**config.mk**
```make
export PLATFORM = sky130hd
export DESIGN_NAME = pc_fetch_unit
export DESIGN_NICKNAME = d
export VERILOG_FILES = /design/src/rtl/pc_fetch_unit_pkg.sv /design/src/rtl/pc_fetch_unit_next_pc_calc.sv /design/src/rtl/pc_fetch_unit.sv
export SDC_FILE = /design/constraint.sdc
export NUM_CORES = 1
export LEC_CHECK = 0
export ABC_AREA = 1
export BUFFER_PORTS_ARGS = -buffer_cell sky130_fd_sc_hd__buf_4
export CAP_MARGIN = 20
export CORE_ASPECT_RATIO = 0.6
export CORE_UTILIZATION = 38
export DETAILED_ROUTE_END_ITERATION = 10
export MAX_ROUTING_LAYER = met4
export SKIP_CTS_REPAIR_TIMING = 1
export SLEW_MARGIN = 10
export SYNTH_ARGS = -nofsm -noshare
export SYNTH_HDL_FRONTEND = slang
export SYNTH_SLANG_ARGS = --single-unit
```
**constraint.sdc**
```tcl
create_clock -name clk -period 4.49 [get_ports clk]
set_input_delay 0.449 -clock clk [delete_from_list [all_inputs] [get_ports clk]]
set_output_delay 0.449 -clock clk [all_outputs]
set_load 0.005 [all_outputs]
```
**src/rtl/pc_fetch_unit_pkg.sv**
```systemverilog
// Shared definitions for the fetch stage and the controller that drives PC_s.
package pc_fetch_unit_pkg;

  localparam logic [1:0] PC_SEQ = 2'b00;
  localparam logic [1:0] PC_JR  = 2'b01;
  localparam logic [1:0] PC_BR  = 2'b10;
  localparam logic [1:0] PC_J   = 2'b11;

  localparam logic [31:0] NOP_INSTR = 32'h0000_0000;

  typedef enum logic [1:0] {
    ST_FETCH = 2'b00,
    ST_EXEC  = 2'b01,
    ST_ERR   = 2'b10
  } fetch_state_t;

endpackage

```
**src/rtl/pc_fetch_unit_next_pc_calc.sv**
```systemverilog
// Combinational next-PC selection: sequential, register-indirect, PC-relative branch, or region jump.
module pc_fetch_unit_next_pc_calc
  import pc_fetch_unit_pkg::*;
(
  input  logic [31:0] pc,
  input  logic [25:0] instr,
  input  logic [31:0] rs_data,
  input  logic [1:0]  PC_s,
  output logic [31:0] next_pc,
  output logic        misalign
);

  logic        [31:0] seq_pc;
  logic signed [15:0] br_imm;
  logic signed [31:0] br_off;

  assign seq_pc = pc + 32'd4;
  assign br_imm = instr[15:0];
  // Word offset: sign-extend the 16-bit immediate, then scale by 4.
  assign br_off = 32'(br_imm) <<< 2;

  always_comb begin
    next_pc  = seq_pc;
    misalign = 1'b0;
    unique case (PC_s)
      PC_SEQ: next_pc = seq_pc;
      PC_JR: begin
        next_pc  = {rs_data[31:2], 2'b00};
        misalign = (rs_data[1:0] != 2'b00);
      end
      PC_BR:   next_pc = seq_pc + $unsigned(br_off);
      PC_J:    next_pc = {seq_pc[31:28], instr[25:0], 2'b00};
      default: next_pc = seq_pc;
    endcase
  end

endmodule

```
**src/rtl/pc_fetch_unit.sv**
```systemverilog
// Program counter and instruction fetch: FETCH over a ready handshake, one EXEC strobe, then advance.
module pc_fetch_unit
  import pc_fetch_unit_pkg::*;
#(
  parameter logic [31:0] RESET_PC     = 32'h0000_0000,
  parameter int unsigned IMEM_TIMEOUT = 16
) (
  input  logic        clk,
  input  logic        rst_n,
  input  logic [1:0]  PC_s,
  input  logic [31:0] rs_data,
  input  logic        hold,
  output logic        imem_req,
  output logic [31:0] imem_addr,
  input  logic [31:0] imem_rdata,
  input  logic        imem_ready,
  output logic [31:0] instr,
  output logic [31:0] pc,
  output logic [31:0] pc_plus4,
  output logic        exec_en,
  output logic        misalign_err,
  output logic        fetch_err
);

  fetch_state_t state, state_nxt;
  logic [31:0]  next_pc;
  logic         misalign;
  logic [15:0]  cnt;
  logic         timeout_hit;

  pc_fetch_unit_next_pc_calc u_next_pc (
    .pc       (pc),
    .instr    (instr[25:0]),
    .rs_data  (rs_data),
    .PC_s     (PC_s),
    .next_pc  (next_pc),
    .misalign (misalign)
  );

  assign imem_addr = pc;
  assign pc_plus4  = pc + 32'd4;

  // Counter is 16 bits wide, so IMEM_TIMEOUT is meaningful up to 65535.
  assign timeout_hit = (IMEM_TIMEOUT != 0) && (cnt == 16'(IMEM_TIMEOUT - 1));

  always_ff @(posedge clk or negedge rst_n) begin
    if (!rst_n) state <= ST_FETCH;
    else        state <= state_nxt;
  end

  always_comb begin
    state_nxt = state;
    unique case (state)
      ST_FETCH: begin
        if (imem_ready)       state_nxt = ST_EXEC;
        else if (timeout_hit) state_nxt = ST_ERR;
      end
      ST_EXEC: if (!hold) state_nxt = ST_FETCH;
      ST_ERR:  state_nxt = ST_ERR;
      default: state_nxt = ST_ERR;
    endcase
  end

  // Request is gated by rst_n so it drops the moment reset asserts.
  always_comb begin
    imem_req = rst_n && (state == ST_FETCH);
    exec_en  = (state == ST_EXEC);
  end

  always_ff @(posedge clk or negedge rst_n) begin
    if (!rst_n) begin
      pc           <= RESET_PC;
      instr        <= NOP_INSTR;
      cnt          <= '0;
      misalign_err <= 1'b0;
      fetch_err    <= 1'b0;
    end else begin
      unique case (state)
        ST_FETCH: begin
          if (imem_ready) begin
            instr <= imem_rdata;
            cnt   <= '0;
          end else begin
            cnt <= cnt + 16'd1;
            if (timeout_hit) fetch_err <= 1'b1;
          end
        end
        ST_EXEC: begin
          if (!hold) begin
            pc <= next_pc;
            if (misalign) misalign_err <= 1'b1;
          end
        end
        default: ;
      endcase
    end
  end

endmodule
```
# ---- After elaboration in Yosys (flattened, before gate mapping)
# Cells that the tools add are included.
dict set report classes {
  n_addsub 3
  eq_ne 7
  mux 7
  bitwise_logic 2
  n_reduce_logical 9
}
# operator n
set op_table {}
lappend op_table {{32-bit one-hot mux with 4 select lines} 1}
lappend op_table {{32-bit by 3-bit adder with 32-bit output (second input constant)} 1}
lappend op_table {{32-bit adder} 1}
lappend op_table {{16-bit by 1-bit adder with 16-bit output (second input constant)} 1}
lappend op_table {{16-bit by 4-bit equality test with 1-bit output (second input constant)} 1}
lappend op_table {{16-bit two-way mux} 1}
lappend op_table {{2-bit two-way mux} 3}
lappend op_table {{2-bit AND reduction} 3}
lappend op_table {{3-bit AND reduction} 2}
lappend op_table {{2-bit by 1-bit equality test with 1-bit output (second input constant)} 2}
lappend op_table {{2-bit equality test (second input constant)} 2}
lappend op_table {{2-bit zero test} 2}
lappend op_table {{2-bit one-hot mux with 2 select lines} 1}
lappend op_table {{3-bit inequality test (second input constant)} 1}
lappend op_table {{2-bit inequality test (second input constant)} 1}
lappend op_table {{1-bit inverter} 2}
lappend op_table {{2-bit nonzero test} 1}
lappend op_table {{1-bit logical AND} 1}
lappend op_table {{1-bit two-way mux} 1}
dict set report word_totals {
  reg_bits 84
  input_bits 70
  out_inout_bits 132
}

# ---- Longest topological paths before layout
# Gate-level depths: netlist of the first run.
dict set report logic_depth {
  depth_word 4
  mapped_depth 26
  mapped_depth_nobuf 26
}

# ---- Hierarchy
# A second synthesis of the first run with hierarchy kept.
dict set report unflattened {
  hier_cells 1247
  area_unflattened_um2 8049.0
}
# mod instances cells_each area_per_inst_um2 seq_area_each_um2
set modules_own_cells {}
lappend modules_own_cells {pc_fetch_unit 1 561 4500.6 2102.0}
lappend modules_own_cells {pc_fetch_unit_next_pc_calc 1 686 3548.4 0.0}

# ---- Worst setup path after synthesis of the first run
# OpenSTA, ideal clock, no wires.
dict set report synth_path {
  kind {flip-flop to flip-flop}
  startpoint {register pc[3], in the netlist imem_addr[3]}
  endpoint {register pc[31], in the netlist imem_addr[31]}
  t_arrival_ns 2.613
  setup_slack_ns 1.761
  path_stages_with_launch 24
  n_path_buf 0
  period_less_slack_ns 2.729
  path_cell_list {dfrtp_1 > ha_1 > nand2_2 > nor2_4 > nand3_2 > nor2_4 > nand2_2 > inv_2 > nand2_1 > or2_1 > nand2_1 > ha_1 > a21oi_1 > nand2_1 > inv_1 > nand2_1 > nand2_1 > nand2_1 > a21oi_1 > nand2_1 > nand3_1 > nand2_1 > nand2_1 > nand2_1}
}
dict set report synth_between {
  elab_chain_cells 3
}
# element line
set synth_lines {}
lappend synth_lines {{start: declaration} pc_fetch_unit.sv:18} ;# output logic [31:0] pc,
lappend synth_lines {{start signal: assignment} pc_fetch_unit.sv:90} ;# pc <= next_pc;
lappend synth_lines {{32-bit by 3-bit adder with 32-bit output} n/a}
lappend synth_lines {{named net pc_plus4[22]} pc_fetch_unit.sv:19} ;# output logic [31:0] pc_plus4,
lappend synth_lines {{32-bit adder} pc_fetch_unit_next_pc_calc.sv:31} ;# PC_BR: next_pc = seq_pc + $unsigned(br_off);
lappend synth_lines {{32-bit one-hot mux with 4 select lines} pc_fetch_unit_next_pc_calc.sv:25} ;# unique case (PC_s)
# The timed path passes the listed nets, and every way through them passes these cells.
# A chain may end at the register's enable or synchronous reset.

# ---- Worst setup path in the final report of the first run
dict set report layout_path {
  startpoint {register pc[3], in the netlist imem_addr[3]}
  endpoint {register pc[24], in the netlist imem_addr[24]}
}
dict set report layout_between {
  elab_chain_cells 3
}
# element line
set layout_lines {}
lappend layout_lines {{32-bit by 3-bit adder with 32-bit output (*)} pc_fetch_unit_next_pc_calc.sv:17} ;# assign seq_pc = pc + 32'd4;
lappend layout_lines {{32-bit adder} pc_fetch_unit_next_pc_calc.sv:31}
lappend layout_lines {{32-bit one-hot mux with 4 select lines (*)} pc_fetch_unit_next_pc_calc.sv:25}
# Every way passes the cells marked *; elsewhere a longest branch is shown, timed or not.

==> metrics.cfg, run 1 <==
[run_status]
status=complete, no violations

[floorplan]
die_h_um=110
io_pins=202
start_util_pct=38.7
core_area_sq_mm=0.0190
die-area_sq_mm=0.0200
die_w_um=182
std_cell_rows=39

[route]
vias=8097
ant_nets=0
avgViaCountPerCell=5.09
drtIter0Drc=654
drc=0
wl_per_cell_um=17.8
first_pass_iters=6
wirelength_mm=28.3

[sta]
fin_crit_ns=3.64
rsz0062_at_grt=false
maxSlewHeadroom_pct=38.3
setup_viol_count_final=0
tightest_slew_ns=0.924
clock_skew_ns=0.0106
max_freq_mhz=275
finalCritPeriodShare_pct=81.0
finalHoldViolations=0
slew_viol_final=0
final.setup.tns_ns=0

[clock_tree]
root_buffer=clkbuf_16
numCtsBuffers=9
cts_tree=yes
clk_pin_slew_ns=0.07
cts_sinks=82
insertion_delay_ns=0.36
clockBufferDepth=2
h-tree-depth=3

[worst_setup_path]
crit_type=flop to flop
cp_slowest_cell=dfrtp_1
path_cells=ha_1 > nand2_2 > nor2_4 > nand3_2 > nor2_4 > nand2_2 > inv_2 > nand2_1 > or2_1 > nand2_1 > ha_1 > nand2_1 > nor2_1 > nand2_1 > nor2_1 > nand2_1 > nand3_1 > nand2_1 > nand3_1 > nand2_1 > nand2_1 > nand2_1
critPathTopFamily=simple AND/OR/NAND/NOR gates
critPathMaxFanout=6
cpPeakStageDelay_ns=0.47
worst_path_most_repeated_cell=nand2_1
worstSetupStartpointType=flop
cp-end-kind=flop
crit_arrival_ns=3.89
cp_num_buf_inv=1
required_ns=4.74

[power]
power_density_mw_per_mm2=240
ir_drop_mv=0.164
leakagePower_uw=0.00512

[grt]
track_usage_pct=29.8
first_global_vias=7383
antenna_found_initial=0
grt-ovfl-total=0
grt_max_degree=45
grt_pass1_wl_mm=43.0

[synth]
synth_edf_count=0
synth_top_cell_by_area=dfrtp_1
synthCells=1181
synth.area.top_cells=dfrtp_1 (28%), nand2_1 (23%), inv_1 (8.0%)
synth_seq_cells=82
ys_async_sr_fraction_pct=100
synthFlopType=dfrtp_1
avgSynthCellArea_sq_um=6.24
synth_area_sq_mm=0.00737
yosys.area.top_type_share_pct=27.8
synth.yosys.seq_area_share_pct=27.8
yosysWarnings=0
synth.distinct_cells=45

[finish]
drive_gt1_share_pct=19.8
nNetsFinal=1444
instances_no_fill=1591
diodes=0
area_delta_synth_final_pct=24.4

[hold_path]
hold_path_class=input pin to asynchronous set/reset pin

[placement]
place_congestion=0.985
numPortBuffers=195
dp_cells=1575
hpwl_mm=22.9

[run]
drv_cap=0

[metal layers]
metal / share of wire, % / up-vias / GRT usage [%]
li1: - / 4015 / -
met1: 49 / 3691 / 43.9
met2: 38 / 359 / 39.1
met3: 11 / 32 / 8.51
met4: 1.7 / 0 / 6.72
met5: 0 / - / -
[worst register-to-register path, delay by kind of cell (launching register included)]
family / cells / cell delay [ns]
flops: 1 / 0.47
fa+ha+maj: 2 / 0.60
simple gates: 19 / 2.44
buf+inv: 1 / 0.05
[registers in the layout, summed over array words and instances, names as in the netlist]
name and flops:
fetch_err 1, imem_addr 30, misalign_err 1, cnt 16
state 2, instr 32
[logic make-up (layout without fill, tap and decap cells)]
family,after synthesis,after routing,share of synthesized area [%]
AOI/OAI and AO/OA,135,135,10.9
xor gates and xnor gates,24,24,2.85
adders and majority gates,34,34,5.87
buffers and inverters,227,386,13.5
DFF,82,82,27.8
other,1,6,0.0509
and+or+nand+nor,678,678,39.0
[where the power goes]
part	switching, uW	internal [uW]
Sequential	60.1	771
Clock	369	392
Combinational	359	248
Total	788	1410
[cell usage in the layout (no fill, tap or decap), types with 3 or more instances in the layout]
| cell | Yosys | final |
|---|---|---|
| a21oi_1 | 47 | 47 |
| a221oi_1 | 17 | 17 |
| buf_4 | 36 | 204 |
| clkbuf_16 | 0 | 9 |
| conb_1 | 1 | 6 |
| dfrtp_1 | 82 | 82 |
| ha_1 | 33 | 33 |
| inv_1 | 157 | 157 |
| inv_2 | 8 | 8 |
| nand2_1 | 450 | 450 |
| nand2_2 | 8 | 8 |
| nand3_1 | 64 | 64 |
| nand3_2 | 3 | 3 |
| nand3b_1 | 3 | 3 |
| nand4_1 | 17 | 17 |
| nor2_1 | 90 | 88 |
| nor2_2 | 10 | 11 |
| nor2_4 | 6 | 7 |
| nor3_1 | 13 | 12 |
| nor3_2 | 3 | 4 |
| o211ai_1 | 9 | 9 |
| o21ai_0 | 40 | 40 |
| o21ai_1 | 5 | 5 |
| o21bai_1 | 5 | 5 |
| xnor2_1 | 7 | 7 |
| xor2_1 | 17 | 17 |
[worst paths after layout]
path | from | cells after the start | endpoint | slack [ns]
min reg2reg | fetch_err | 2 | fetch_err | 0.48
max in group asynchronous | rst_n | 2 | imem_addr[28] | 3.40
min in group clk | imem_rdata[22] | 3 | instr[22] | 0.29
min | rst_n | 1 | fetch_err | 0.06
max reg2reg | imem_addr[3] | 22 | imem_addr[24] | 0.85
max | imem_addr[3] | 22 | imem_addr[24] | 0.85
[synth_stat cells (2+ instances only)]
library cell,number
a211oi_1,2
a21o_1,2
a21oi_1,47
a221oi_1,17
a22o_1,2
a31oi_1,2
buf_2,6
buf_4,36
clkbuf_1,18
dfrtp_1,82
ha_1,33
inv_1,157
inv_2,8
nand2_1,450
nand2_2,8
nand3_1,64
nand3_2,3
nand3b_1,3
nand4_1,17
nor2_1,90
nor2_2,10
nor2_4,6
nor3_1,13
nor3_2,3
nor4_1,2
o211ai_1,9
o21ai_0,40
o21ai_1,5
o21bai_1,5
o22ai_1,2
or2_1,2
or2_2,2
xnor2_1,7
xor2_1,17
[per-stage QoR]
stage	setup WS, ns	cell area [sq um]	power (uW)	hold WS (ns)	util (%)
after floorplan	1.76	7390	1170	0.153	-
after global placement	0.931	8870	1440	0.453	46.6
after detailed placement	0.968	8870	1440	0.453	46.6
after CTS	0.952	9170	2200	0.0674	48.2
after global routing	0.618	9170	2320	0.0998	48.2
final	0.855	9170	2200	0.0572	48.2
[final cells by class]
type                       instances  area (sq um)
clock inverter                     7          72.6
clock buffer                       9           225
sequential                        82          2050
timing repair buffer             204          1530
fill                            2033          9860
tap                              246           308
multi-input combinational        877          4360
inverter                         166           623
Power figures use the tool's default switching activity.
==> run 2: changes to the inputs <==
Settings changed: ABC_AREA 1 to 0.
Clock period 4.49 ns to 3.35 ns, I/O delays scaled along.
==> metrics.cfg, run 2 <==
[run_status]
status=finished, violations left
violations=negative hold slack, negative setup slack

[route]
drc=0  ; unchanged
avgViaCountPerCell=5.44  ; +7.0%
drtIter0Drc=406  ; -38%
first_pass_iters=5  ; -1
vias=6434  ; -21%
wirelength_mm=22.3  ; -21%
ant_nets=0  ; unchanged
wl_per_cell_um=18.9  ; +6.2%

[placement]
dp_cells=1151  ; -27%
placed_cell_area_sq_mm=0.00862  ; -2.8%
numPortBuffers=195  ; unchanged
place_congestion=0.888  ; -9.9%
hpwl_mm=16.0  ; -30%

[floorplan]
die_h_um=102  ; -7.4%
start_util_pct=38.9  ; +0.12 points
die_w_um=168  ; -7.5%
core_area_sq_mm=0.0162  ; -15%
die-area_sq_mm=0.0171  ; -14%
std_cell_rows=36  ; -7.7%
io_pins=202  ; unchanged

[worst_setup_path]
required_ns=3.63  ; -1.11 ns
critPathMaxFanout=4  ; -2
worstSetupStartpointType=flop
crit_type=flop to flop
cp-end-kind=flop
crit_arrival_ns=3.75  ; -0.14 ns

[finish]
drive_gt1_share_pct=51.5  ; +32 points
final_common_cell=buf_4
area_delta_synth_final_pct=52.9
top_register=instr
diodes=0  ; unchanged
fill_cells=1367  ; -33%
fin_area_sq_mm=0.00963  ; +5.0%
largest_reg_flops=32  ; unchanged
fin_util_pct=59.4  ; +11 points
nNetsFinal=1072  ; -26%
final_cell_mix=buf_4 (324), nand2_1 (94), dfrtp_1 (81)
instances_no_fill=1182  ; -26%

[synth]
yosys.area.top_type_share_pct=32.6  ; +4.7 points
synth_area_sq_mm=0.00630  ; -15%
synthCells=685  ; -42%
synth_top_cell_by_area=dfrtp_1
synth.area.top_cells=dfrtp_1 (33%), mux2_2 (6.8%), ha_1 (6.6%)
synth_seq_cells=82  ; unchanged
synth.distinct_cells=53  ; +18%
synth.most_common_cell=nand2_1
synthFlopType=dfrtp_1
synthTopCellsByCount=nand2_1 (96), dfrtp_1 (82), a21oi_1 (43)
yosysWarnings=0  ; unchanged
synth.yosys.seq_area_share_pct=32.6  ; +4.7 points
ys_async_sr_fraction_pct=100  ; unchanged
synth_edf_count=0  ; unchanged
avgSynthCellArea_sq_um=9.20  ; +47%

[clock_tree]
clk_pin_slew_ns=0.08  ; about the same
insertion_delay_ns=0.36  ; about the same
numCtsBuffers=9  ; unchanged
clockBufferDepth=2  ; unchanged
cts_sinks=82  ; unchanged
h-tree-depth=3  ; unchanged
cts_tree=yes
root_buffer=clkbuf_16

[grt]
antenna_found_initial=0  ; unchanged
grt_max_degree=52  ; +16%
track_usage_pct=26.0  ; -3.9 points
grt-ovfl-total=0  ; unchanged
first_global_vias=5999  ; -19%
grt_pass1_wl_mm=32.8  ; -24%

[power]
finalPower_uw=9360  ; +330%
ir_drop_mv=0.341  ; +110%
p_switching_uw=3930  ; +400%
power_density_mw_per_mm2=972  ; +310%
leakagePower_uw=0.00452  ; -12%
p_comb_share_pct=71.2  ; +44 points
power_frac_clock_pct=11.2  ; -23 points
p_seq_share_pct=17.6  ; -20 points
sw_frac_of_total_pct=42.0  ; +6.2 points
internal-power_uw=5430  ; +280%

[sta]
clock_skew_ns=0.0129  ; +0.00229 ns
maxSlewHeadroom_pct=41.0  ; +2.7 points
rsz0062_at_grt=true
finalHoldViolations=38  ; +38
slew_viol_final=0  ; unchanged
final.setup.tns_ns=-0.596  ; -0.596 ns
setup_slack_ns=-0.121  ; -0.975 ns
finalCritPeriodShare_pct=104  ; +23 points
fin_crit_ns=3.47  ; -0.165 ns
tightest_slew_ns=0.885  ; -0.0394 ns
max_freq_mhz=288  ; +4.7%
hold_ws_ns=-0.0289  ; -0.0862 ns
setup_viol_count_final=10  ; +10

[hold_path]
hold_path_class=input pin to asynchronous set/reset pin

[run]
drv_cap=0  ; unchanged

-- run 2: cell count changes in the layout (fill, tap and decap cells not counted), sizes merged, moves of 18 or more --
cell | before | now
nand3 | 67 | 18
nor2 | 107 | 40
mux4 | 0 | 18
inv | 168 | 23
mux2 | 0 | 38
xnor2 | 7 | 39
nand2 | 459 | 96
buf | 204 | 327
-- run 2: layout make-up --
class / count / area (sq um) / share of cell area (%)
sequential: 82 / 2050 / 21.3
tap: 209 / 262 / 2.72
timing repair buffer: 327 / 2470 / 25.7
clock inverter: 7 / 81.3 / 0.844
multi-input combinational: 529 / 4460 / 46.3
inverter: 19 / 71.3 / 0.741
clock buffer: 9 / 225 / 2.34
-- run 2: kinds of logic after synthesis --
logic type | Yosys count | synth area share, %
multiplexers | 65 | 14.7
buffers and inverters | 79 | 6.87
AO/OA/AOI/OAI | 130 | 12.3
adder cells (fa/ha/maj) | 34 | 6.87
flip-flops | 82 | 32.6
other | 1 | 0.0595
AND/OR/NAND/NOR | 236 | 18.5
XOR/XNOR | 58 | 8.18
-- run 2: worst paths after layout --
check	slack [ns]	endpoint	cells after the start	from
worst max-delay path	-0.12	imem_addr[31]	17	imem_addr[4]
worst min-delay path	-0.03	instr[2]	1	rst_n
worst max register to register	-0.12	imem_addr[31]	17	imem_addr[4]
worst min register to register	0.48	fetch_err	1	fetch_err
max in group asynchronous	2.33	imem_addr[4]	2	rst_n
min in group clk	0.17	instr[1]	3	imem_rdata[1]
-- run 2: metal layers --
layer,global-route usage (%),routed length [um],vias up
met5,-,0,-
met4,5.10,214,0
met3,4.81,1660,24
met2,37.2,9650,295
met1,37.9,10800,3159
li1,-,-,2956
-- run 2: power by group through the flow --
stage          combinational [uW]  clock [uW]  sequential [uW]
2_1_floorplan                2890           0             1700
3_3_place_gp                 5560           0             1610
3_5_place_dp                 5640           0             1630
4_1_cts                      5670        1070             1620
5_1_grt                      7180        1110             1690
6_report                     6670        1040             1650
-- run 2: stage by stage --
| stage | hold WS, ns | worst slack, ns |
|---|---|---|
| after floorplan | 0.0394 | 0.0134 |
| after global placement | 0.360 | -0.327 |
| after detailed placement | 0.370 | -0.379 |
| after CTS | -0.0181 | -0.398 |
| after global routing | 0.00146 | -0.291 |
| final | -0.0289 | -0.121 |
-- run 2: worst max-delay path, cell delays in order (launching register included) --
cell and delay (ns):
dfrtp_2 0.35, and4_1 0.20, buf_4 0.11, and3_4 0.20, and3_4 0.24, and4_4 0.32, nand3_4 0.11, xnor2_4 0.23
ha_4 0.25, a21oi_2 0.15, o21ai_2 0.09, a21oi_2 0.17, o21ai_4 0.09, a21o_1 0.22, a211o_1 0.28, nand3_1 0.13
nand3b_1 0.09, a21oi_1 0.14
==> run 3: changes to the inputs <==
Settings changed: GPL_TIMING_DRIVEN set to 0.
==> metrics.cfg, run 3 (synthesis results as in run 2) <==
[run_status]
status=finished, violations left
violations=negative setup slack

[finish]
largest_reg_flops=32  ; unchanged
drive_gt1_share_pct=48.3  ; -3.2 points
fill_cells=1427  ; +4.4%
top_register=instr
area_delta_synth_final_pct=49.7
multi_input_area_sq_mm=0.00450  ; +0.84%
seq_area_sq_mm=0.00206  ; +0.49%
nNetsFinal=1044  ; -2.6%
diodes=0  ; unchanged
instances_no_fill=1154  ; -2.4%
final_common_cell=buf_4
fin_util_pct=58.2  ; -1.2 points
final_cell_mix=buf_4 (271), nand2_1 (92), dfrtp_1 (73)

[placement]
numPortBuffers=194  ; -0.51%
dp_cells=1094  ; -5.0%
hpwl_mm=15.8  ; -1.6%
place_congestion=0.941  ; +6.0%

[sta]
clock_skew_ns=0.00665  ; -0.00624 ns
hold_ws_ns=0.199  ; +0.228 ns
finalCritPeriodShare_pct=106  ; +2.0 points
max_freq_mhz=283  ; -1.9%
setup_viol_count_final=9  ; -1
finalHoldViolations=0  ; -100%
rsz0062_at_grt=true
tightest_slew_ns=1.16  ; +0.279 ns
fin_crit_ns=3.54  ; +0.0669 ns
maxSlewHeadroom_pct=22.4  ; -19 points
setup_slack_ns=-0.188  ; -0.0669 ns
slew_viol_final=0  ; unchanged

[clock_tree]
clockBufferDepth=2  ; unchanged
clk_pin_slew_ns=0.07  ; about the same
cts_tree=yes
root_buffer=clkbuf_16
cts_sinks=82  ; unchanged
numCtsBuffers=9  ; unchanged
h-tree-depth=3  ; unchanged
insertion_delay_ns=0.35  ; about the same

[hold_path]
whs_path_depth=3
min_from=imem_rdata[1]
hold_path_class=input pin to flop
whs_endpoint=instr[1]

[route]
drtIter0Drc=373  ; -8.1%
drc=0  ; unchanged
vias=6097  ; -5.2%
wirelength_mm=21.4  ; -3.8%
avgViaCountPerCell=5.28  ; -2.9%
ant_nets=0  ; unchanged
first_pass_iters=4  ; -1
wl_per_cell_um=18.6  ; -1.5%

[floorplan]
std_cell_rows=36  ; unchanged
die_h_um=102  ; unchanged
die-area_sq_mm=0.0171  ; unchanged
io_pins=202  ; unchanged
core_area_sq_mm=0.0162  ; unchanged
start_util_pct=38.9  ; unchanged
die_w_um=168  ; unchanged

[grt]
grt-ovfl-total=0  ; unchanged
grt_pass1_wl_mm=31.9  ; -2.7%
first_global_vias=5511  ; -8.1%
track_usage_pct=25.5  ; -0.48 points
grt_max_degree=55  ; +5.8%
antenna_found_initial=0  ; unchanged

[worst_setup_path]
cpPeakStageDelay_ns=0.39  ; +0.04 ns
critPathMaxFanout=5  ; +1
cp_slowest_cell=dfrtp_2
crit_arrival_ns=3.77  ; +0.02 ns
crit_type=flop to flop
cp-end-kind=flop
path_cells=and4_4 > nand4_1 > buf_6 > nor2_4 > nand2_2 > xnor2_4 > ha_4 > nand3_4 > o221ai_4 > a21oi_2 > nand2_1 > o21ai_2 > buf_4 > o21ai_4 > a21o_1 > a211o_1 > a21oi_2 > nand3b_1 > a21oi_1
r2r_start=imem_addr[6]
worstSetupStartpointType=flop
worst_path_most_repeated_cell=a21oi_2
required_ns=3.58  ; -0.05 ns
r2r_slack_ns=-0.19  ; -0.07 ns
r2r_end=imem_addr[31]
r2r_cells=19  ; +2

[power]
power_density_mw_per_mm2=929  ; -4.4%
leakagePower_uw=0.00428  ; -5.5%
ir_drop_mv=0.406  ; +19%

[run]
drv_cap=0  ; unchanged

[run 3: cell type report]
type                       count  area share (%)
clock inverter                 5           0.915
buffer                        59            3.79
timing repair buffer         240            19.5
sequential                    82            21.9
tap                          209            2.77
multi-input combinational    529            47.7
inverter                      19           0.783
clock buffer                  11            2.68
[run 3: worst max-delay path, delay by kind of cell, from the launching register on]
kind | cells | cell delay [ns]
AO/OA/AOI/OAI | 8 | 1.23
XOR/XNOR | 1 | 0.28
buffers and inverters | 2 | 0.33
flip-flops | 1 | 0.39
adder cells (fa/ha/maj) | 1 | 0.27
AND/OR/NAND/NOR | 7 | 0.93
[run 3: metrics by stage]
step	power, uW	instance area [sq um]	setup TNS (ns)	setup WS (ns)
2_1_floorplan	4590	6360	0	0.0134
3_3_place_gp	6360	8080	-10.09	-0.936
3_5_place_dp	6400	8110	-10.16	-0.951
4_1_cts	7580	8450	-10.59	-0.965
5_1_grt	9380	9430	-3.03	-0.330
6_report	8760	9430	-0.921	-0.188
[run 3: per-layer routing]
| metal | vias up | routed length, um | GRT usage [%] |
|---|---|---|---|
| li1 | 2911 | - | - |
| met2 | 264 | 8840 | 35.5 |
| met1 | 2912 | 10700 | 38.6 |
| met4 | 0 | 87 | 3.36 |
| met5 | - | 0 | - |
| met3 | 10 | 1810 | 4.61 |
[run 3: power by group]
| group | switching [uW] | total (uW) | internal, uW |
|---|---|---|---|
| logic | 2550 | 5750 | 3200 |
| registers | 576 | 1870 | 1290 |
| clock network | 449 | 1150 | 699 |
[run 3: how the worst max path moves through the flow]
stage                            start       endpoint  slack [ns]  cells past startpoint
after global routing      imem_addr[4]  imem_addr[31]       -0.33                     19
after detailed placement  imem_addr[5]  imem_addr[27]       -0.95                     17
final                     imem_addr[6]  imem_addr[31]       -0.19                     19
after global placement    imem_addr[5]  imem_addr[27]       -0.94                     17
after floorplan           imem_addr[5]  imem_addr[18]        0.01                     16
after CTS                 imem_addr[5]  imem_addr[27]       -0.96                     17
